$ cat src/rtl/game_turn_ctrl.sv
// Connect4 turn sequencer: rotates 2..4 players, handles full-column retries and turn
// timeouts, and latches the win/tie verdict from the board evaluator.
module game_turn_ctrl #(
   parameter int NUM_PLAYERS  = 2,
   parameter int BOARD_CELLS  = 42,
   parameter int TURN_TIMEOUT = 0,
   parameter int MAX_RETRIES  = 3,
   localparam int PW = (NUM_PLAYERS > 2) ? 2 : 1
) (
   input  logic          clk,
   input  logic          reset,
   input  logic          start,
   input  logic          move_req,
   input  logic          column_full,
   input  logic          eval_valid,
   input  logic [1:0]    eval_result,
   output logic [1:0]    current_state,
   output logic [PW-1:0] active_player,
   output logic [1:0]    game_status,
   output logic [PW-1:0] winner,
   output logic          move_accept,
   output logic          throw_again,
   output logic          turn_skipped,
   output logic [5:0]    move_count
);

   localparam int TW = (TURN_TIMEOUT < 2) ? 1 : $clog2(TURN_TIMEOUT + 1);
   localparam int RW = (MAX_RETRIES < 2) ? 1 : $clog2(MAX_RETRIES + 1);

   typedef enum logic [1:0] {
      IDLE      = 2'b00,
      WAIT_MOVE = 2'b01,
      EVAL      = 2'b10,
      END_GAME  = 2'b11
   } state_t;

   state_t        state_q, state_d;
   logic [PW-1:0] player_q, player_d;
   logic [PW-1:0] winner_q, winner_d;
   logic [1:0]    status_q, status_d;
   logic          accept_q, accept_d;
   logic          again_q, again_d;
   logic          skip_q, skip_d;
   logic [5:0]    count_q, count_d;
   logic [TW-1:0] timer_q, timer_d;
   logic [RW-1:0] retry_q, retry_d;

   function automatic logic [PW-1:0] next_player(input logic [PW-1:0] p);
      return (p == PW'(NUM_PLAYERS - 1)) ? '0 : p + 1'b1;
   endfunction

   always_comb begin
      state_d  = state_q;
      player_d = player_q;
      winner_d = winner_q;
      status_d = status_q;
      count_d  = count_q;
      timer_d  = timer_q;
      retry_d  = retry_q;
      accept_d = 1'b0;
      again_d  = 1'b0;
      skip_d   = 1'b0;
      unique case (state_q)
         IDLE, END_GAME: begin
            if (start) begin
               state_d  = WAIT_MOVE;
               player_d = '0;
               winner_d = '0;
               status_d = 2'b00;
               count_d  = '0;
               timer_d  = '0;
               retry_d  = '0;
            end
         end
         WAIT_MOVE: begin
            if (move_req && !column_full) begin
               accept_d = 1'b1;
               if (int'(count_q) < BOARD_CELLS) count_d = count_q + 1'b1;
               retry_d  = '0;
               timer_d  = '0;
               state_d  = EVAL;
            end else if (move_req) begin
               if (MAX_RETRIES != 0 && int'(retry_q) + 1 >= MAX_RETRIES) begin
                  skip_d   = 1'b1;
                  player_d = next_player(player_q);
                  retry_d  = '0;
                  timer_d  = '0;
               end else begin
                  again_d = 1'b1;
                  if (MAX_RETRIES != 0) retry_d = retry_q + 1'b1;
                  // A retry does not restart the turn clock.
                  if (int'(timer_q) < TURN_TIMEOUT) timer_d = timer_q + 1'b1;
               end
            end else if (TURN_TIMEOUT != 0) begin
               if (int'(timer_q) >= TURN_TIMEOUT - 1) begin
                  skip_d   = 1'b1;
                  player_d = next_player(player_q);
                  retry_d  = '0;
                  timer_d  = '0;
               end else begin
                  timer_d = timer_q + 1'b1;
               end
            end
         end
         EVAL: begin
            if (eval_valid) begin
               case (eval_result)
                  2'b00: begin
                     if (int'(count_q) >= BOARD_CELLS) begin
                        state_d  = END_GAME;
                        status_d = 2'b11;
                     end else begin
                        state_d  = WAIT_MOVE;
                        player_d = next_player(player_q);
                        timer_d  = '0;
                        retry_d  = '0;
                     end
                  end
                  2'b01: begin
                     state_d  = END_GAME;
                     status_d = 2'b01;
                     winner_d = player_q;
                  end
                  default: begin
                     state_d  = END_GAME;
                     status_d = 2'b11;
                  end
               endcase
            end
         end
      endcase
   end

   always_ff @(posedge clk or negedge reset) begin
      if (!reset) begin
         state_q  <= IDLE;
         player_q <= '0;
         winner_q <= '0;
         status_q <= '0;
         count_q  <= '0;
         timer_q  <= '0;
         retry_q  <= '0;
         accept_q <= 1'b0;
         again_q  <= 1'b0;
         skip_q   <= 1'b0;
      end else begin
         state_q  <= state_d;
         player_q <= player_d;
         winner_q <= winner_d;
         status_q <= status_d;
         count_q  <= count_d;
         timer_q  <= timer_d;
         retry_q  <= retry_d;
         accept_q <= accept_d;
         again_q  <= again_d;
         skip_q   <= skip_d;
      end
   end

   assign current_state = state_q;
   assign active_player = player_q;
   assign game_status   = status_q;
   assign winner        = winner_q;
   assign move_accept   = accept_q;
   assign throw_again   = again_q;
   assign turn_skipped  = skip_q;
   assign move_count    = count_q;

endmodule

$ cat config.mk
export PLATFORM = sky130hd
export DESIGN_NAME = game_turn_ctrl
export DESIGN_NICKNAME = d
export VERILOG_FILES = /design/src/rtl/game_turn_ctrl.sv
export SDC_FILE = /design/constraint.sdc
export NUM_CORES = 1
export LEC_CHECK = 0
export CAP_MARGIN = 20
export CORE_UTILIZATION = 51
export CTS_BUF_LIST = sky130_fd_sc_hd__clkbuf_4 sky130_fd_sc_hd__clkbuf_8
export DETAILED_ROUTE_END_ITERATION = 16
export PLACE_DENSITY = 0.87
export SLEW_MARGIN = 20
export SYNTH_ARGS = -nofsm -noshare
export SYNTH_HDL_FRONTEND = slang
export SYNTH_SLANG_ARGS = --single-unit
$ cat constraint.sdc
create_clock -name clk -period 2.4 [get_ports clk]
set_clock_uncertainty 0.1 [all_clocks]
set_input_delay 0.72 -clock clk [delete_from_list [all_inputs] [get_ports clk]]
set_output_delay 0.72 -clock clk [all_outputs]
set_load 0.01 [all_outputs]
Yosys cells after proc, flatten, opt, wreduce, memory -nomap -nowiden
Cells that the tools add are included.

Register bits: 17. Input bits: 8. Word-level logic and storage cells: 89.

Add/sub/neg operators: 4. Order comparisons: 3. Eq/ne operators: 16. Muxes and demuxes: 44. Reductions and logical operators: 13.

Operator list (count): $mux W2 (14); $mux W1 (20); $ne A2 B2 Y1 const B (10); $mux W6 (3); $pmux W2 S3 (2); $pmux W6 S2 (1); $reduce_and A4 Y1 (3); $pmux W2 S2 (2); $reduce_and A7 Y1 (1); $add A6 B1 Y6 const B (1); $ge A6 B6 Y1 const B (1); $lt A6 B6 Y1 const B (1); $ne A3 B3 Y1 const B (2); $reduce_and A5 Y1 (1); $eq A2 B1 Y1 const B (2); $eq A2 B2 Y1 const B (2); $logic_not A2 Y1 (2); $reduce_bool A2 Y1 (2); $add A2 B1 Y3 const B (1); $ge A3 B2 Y1 const B (1); $pmux W1 S3 (1); $reduce_and A3 Y1 (1); $add A2 B1 Y2 const B (1); $pmux W1 S2 (1); 4 further kinds (4).

Depth between registers and ports, before layout
Word-level depth: 6. Depth in mapped cells: 8. Depth with buffers taken out: 6.

Worst setup path after synthesis
No wires, ideal clock.

Path kind: register to register. Start: register state_q[0], in the netlist current_state[0]. End: register player_q, in the netlist active_player. Library setup time: 125 ps. Arrival: 1925 ps. Data required time: 2175 ps. Setup slack: 251 ps. Stages on the path, launching flop included: 9. Path buffers: 2. Period minus slack after synthesis: 2149 ps. Cells stage by stage: dfrtp_1 -> inv_1 -> ha_1 -> buf_6 -> nor2b_4 -> buf_6 -> a21o_2 -> a221oi_1 -> mux2_2.

Cells in the longest elaborated chain, start to end: 4. Elaborated cells between the ends (all ways): 14. Classes of those cells: eq/ne (10); mux (1); reduce/logical (3).

RTL lines: from (decl) (RTL line 37) `state_t state_q, state_d;`; from (signal assigned) (RTL line 147) `state_q <= state_d;`; $eq A2 B2 Y1 or $logic_not A2 Y1 (tied branches) (RTL line 63) `unique case (state_q)`; $reduce_or A2 Y1; $ne A2 B2 Y1 (no line); $reduce_and A7 Y1 (no line); to (signal assigned) (RTL line 148) `player_q <= player_d;`; to (decl) (RTL line 38) `logic [PW-1:0] player_q, player_d;`.

Parallel ways exist; a longest one is shown, timed or not. A chain may end at the register's enable or synchronous reset.

Worst setup path after layout
Start: register count_q[1], in the netlist move_count[1]. End: output port move_count[1].

RTL lines: from (decl) (RTL line 44) `logic [5:0] count_q, count_d;`; from (signal assigned) (RTL line 151) `count_q <= count_d;`; to (decl) (RTL line 24) `output logic [5:0] move_count`.

No word-level cell between the ends.

==> run_results.csv <==
group,metric,value,unit
run_status,status,"completed",
yosys,synthFlopType,"dfrtp_1",
routing,drt_iter0_drc,44,
place,dp_hpwl,1953,um
timing,slew_violations,0,
setup_path,cp_max_fo,8,
finish,utilization,74.57,%
global_routing,grt_use_met2,44.44,%
routing,post_drt_wl_per_cell,14.82,um
setup_path,r2r_start,"move_count[0]",
timing,slew_headroom,68.20,%
pwr,pwr_density_cell,1087,nW/um2
setup_path,path_buf_inv,1,
yosys,async_flop_share,100.0,%
clocking,cts.path.max_buffers,2,
setup_path,cpPeakStageDelay,590,ps
clocking,htree_levels,1,
clocking,cts_root_buf,"clkbuf_4",
clocking,clk_pin_slew,100,ps
routing,drt_wl_total,2504,um
place,gp_congestion,0.8948,
setup_path,endpoint,"move_count[1]",
setup_path,cp-start-kind,"flop",
finish,layout_commonest_cell,"clkdlybuf4s50_1",
job,cap_violations,0,
timing,rsz0062_at_grt,"no",
pwr,p_leak,0.6046,nW
routing,vias,990,
setup_path,crit_slowest_cell,"clkdlybuf4s50_1",
floorplanning,die_h,47.02,um
global_routing,grt_start_max_net_pins,18,
yosys,synth-seq-area-share,41.16,%
setup_path,critPathCaptureType,"primary output",
clocking,cts_tree,"done",
clocking,post-cts-setup-buffers,0,
setup_path,r2r_slack,260,ps
finish,num_antenna_cells,0,
yosys,synth-seq-cells,17,
floorplanning,fp.dieW,47.02,um
floorplanning,floorplan.core_area,1821,um2
yosys,synth_fp_nets,124,
global_routing,use_met3,2.692,%
yosys,ys_types,39,
clocking,cts.sinks,17,
global_routing,antenna_found_initial,0,
timing,fin_crit_sh,91.26,%
clocking,cts_hold_buf,0,
finish,layout-drive-gt1-share,14.58,%
routing,ant_nets,0,
global_routing,overflow,0,
routing,drc_errors,0,
finish,fin_cells,169,
clocking,post_cts_resized,0,
yosys,synth_area,1033,um2
setup_path,crit_type,"reg -> out",
setup_path,critical_path_required,1580,ps
timing,max_freq,0.4566,GHz
timing,worstMarginPinSlew,465.0,ps
clocking,numCtsBuffers,3,
yosys,synth_area_per_cell,9.311,um2
finish,final_nets,158,
global_routing,grt_usage,25.99,%
floorplanning,io_pins,23,
routing,first_pass_iters,4,
setup_path,reg2reg_depth,6,
setup_path,timing.rr.end,"retry_q[0]",
setup_path,crit_family,"buffers and inverters",
global_routing,use_met1,34.52,%
finish,syn2layout_area_growth,31.36,%
floorplanning,die-area,2210,um2
setup_path,cp.arrival,1370,ps
timing,period_needed,2190,ps
global_routing,grt_pass1_vias,930,
timing,report.final.setup_viol,0,
yosys,netlist_instances,111,
global_routing,grt_first_pass_wirelength,4098,um
hold_path,hold_class,"reg -> reg",
place,dpl-instance-area,1330,um2
place,dp.cells,165,
finish,layout_common_cells,"clkdlybuf4s50_1, dfrtp_1, buf_4",
yosys,synth-edff-count,0,
floorplanning,rows,15,
setup_path,cp.depth,1,
place,port_buffers,22,
pwr,ir_worst_vdd,0.0007277,V
floorplanning,start_util,56.77,%
global_routing,top_usage_layer,"met2",
timing,final_hold_viol_count,0,
yosys,yosysWarningCount,0,
setup_path,timing.critical_path.cells,"clkdlybuf4s50_1",
setup_path,crit_path_start,"move_count[1]",
finish,fillers,140,
clocking,insertion_delay,300,ps
finish,fin_area,1358,um2
routing,viasPerCell,5.858,
worst min-delay path by stage:
| stage | slack (ps) | endpoint | depth (start not counted) | from |
|---|---|---|---|---|
| floorplan | 320 | active_player | 0 | reset |
| global placement | 400 | throw_again | 1 | retry_q[1] |
| detailed placement | 400 | game_status[0] | 2 | game_status[0] |
| CTS | 420 | game_status[0] | 2 | game_status[0] |
| global route | 460 | throw_again | 1 | retry_q[1] |
| finish | 420 | game_status[0] | 2 | game_status[0] |
metrics by stage:
stage	hold WS, ps	setup WS (ps)	total power [mW]	TNS [ps]
4_1_cts	422.1	208.9	1.468	0
3_3_place_gp	401.2	14.94	1.272	0
3_5_place_dp	397.2	-40.69	1.309	-46.67
5_1_grt	463.6	126.1	1.582	0
2_1_floorplan	324.4	250.6	1.026	0
6_report	424.5	209.7	1.475	0
state kept, by name, indices dropped and copies added, names as in the netlist:
name and count:
game_status 2, move_accept 1, retry_q 2, winner 1
active_player 1, throw_again 1, move_count 6, turn_skipped 1
current_state 2
final cells by class:
type	count	area [um2]	share of cell area [%]
Clock inverter	1	5.005	0.3687
Tap cell	25	31.28	2.304
Multi-Input combinational cell	82	540.5	39.82
Clock buffer	3	22.52	1.659
Inverter	8	30.03	2.212
Timing Repair Buffer	33	302.8	22.30
Sequential cell	17	425.4	31.34
metal layers:
layer | vias to the layer above | wire, um
met5 | - | 0
met1 | 474 | 1092
met4 | 0 | 24
met2 | 44 | 1240
li1 | 468 | -
met3 | 4 | 147
power breakdown:
| part | total (mW) | internal (mW) | leakage (nW) | switching, mW |
|---|---|---|---|---|
| Sequential | 0.446 | 0.366 | 0.228 | 0.0801 |
| Clock | 0.160 | 0.0619 | 0.0177 | 0.0976 |
| Combinational | 0.869 | 0.419 | 0.359 | 0.450 |
| Total | 1.47 | 0.847 | 0.605 | 0.628 |
synthesized netlist by cell type, types with 2 or more instances:
cell / instances / area [um2]
mux2_2: 2 / 22.52
o211ai_1: 2 / 15.01
a22o_1: 2 / 17.52
a21oi_1: 6 / 30.03
o21ai_0: 4 / 20.02
nand2_1: 8 / 30.03
or3_1: 2 / 12.51
inv_1: 8 / 30.03
ha_1: 5 / 62.56
and2_1: 2 / 12.51
nor2_1: 9 / 33.78
nor3_1: 3 / 15.01
nor4_1: 2 / 12.51
o21a_1: 2 / 15.01
dfrtp_1: 17 / 425.4
nand4_1: 2 / 12.51
a31oi_1: 2 / 12.51
mux2i_1: 2 / 20.02
nand3_1: 9 / 45.04
buf_6: 3 / 33.78
logic make-up (layout without fill, tap and decap cells):
group / count (synthesis) / after routing / share of synthesized area, %
simple gates: 46 / 46 / 23.97
compound gates: 27 / 27 / 18.16
flops: 17 / 17 / 41.16
buf+inv: 12 / 45 / 6.537
fa+ha+maj: 5 / 5 / 6.053
mux: 4 / 4 / 4.116
Power figures use the tool's default switching activity.
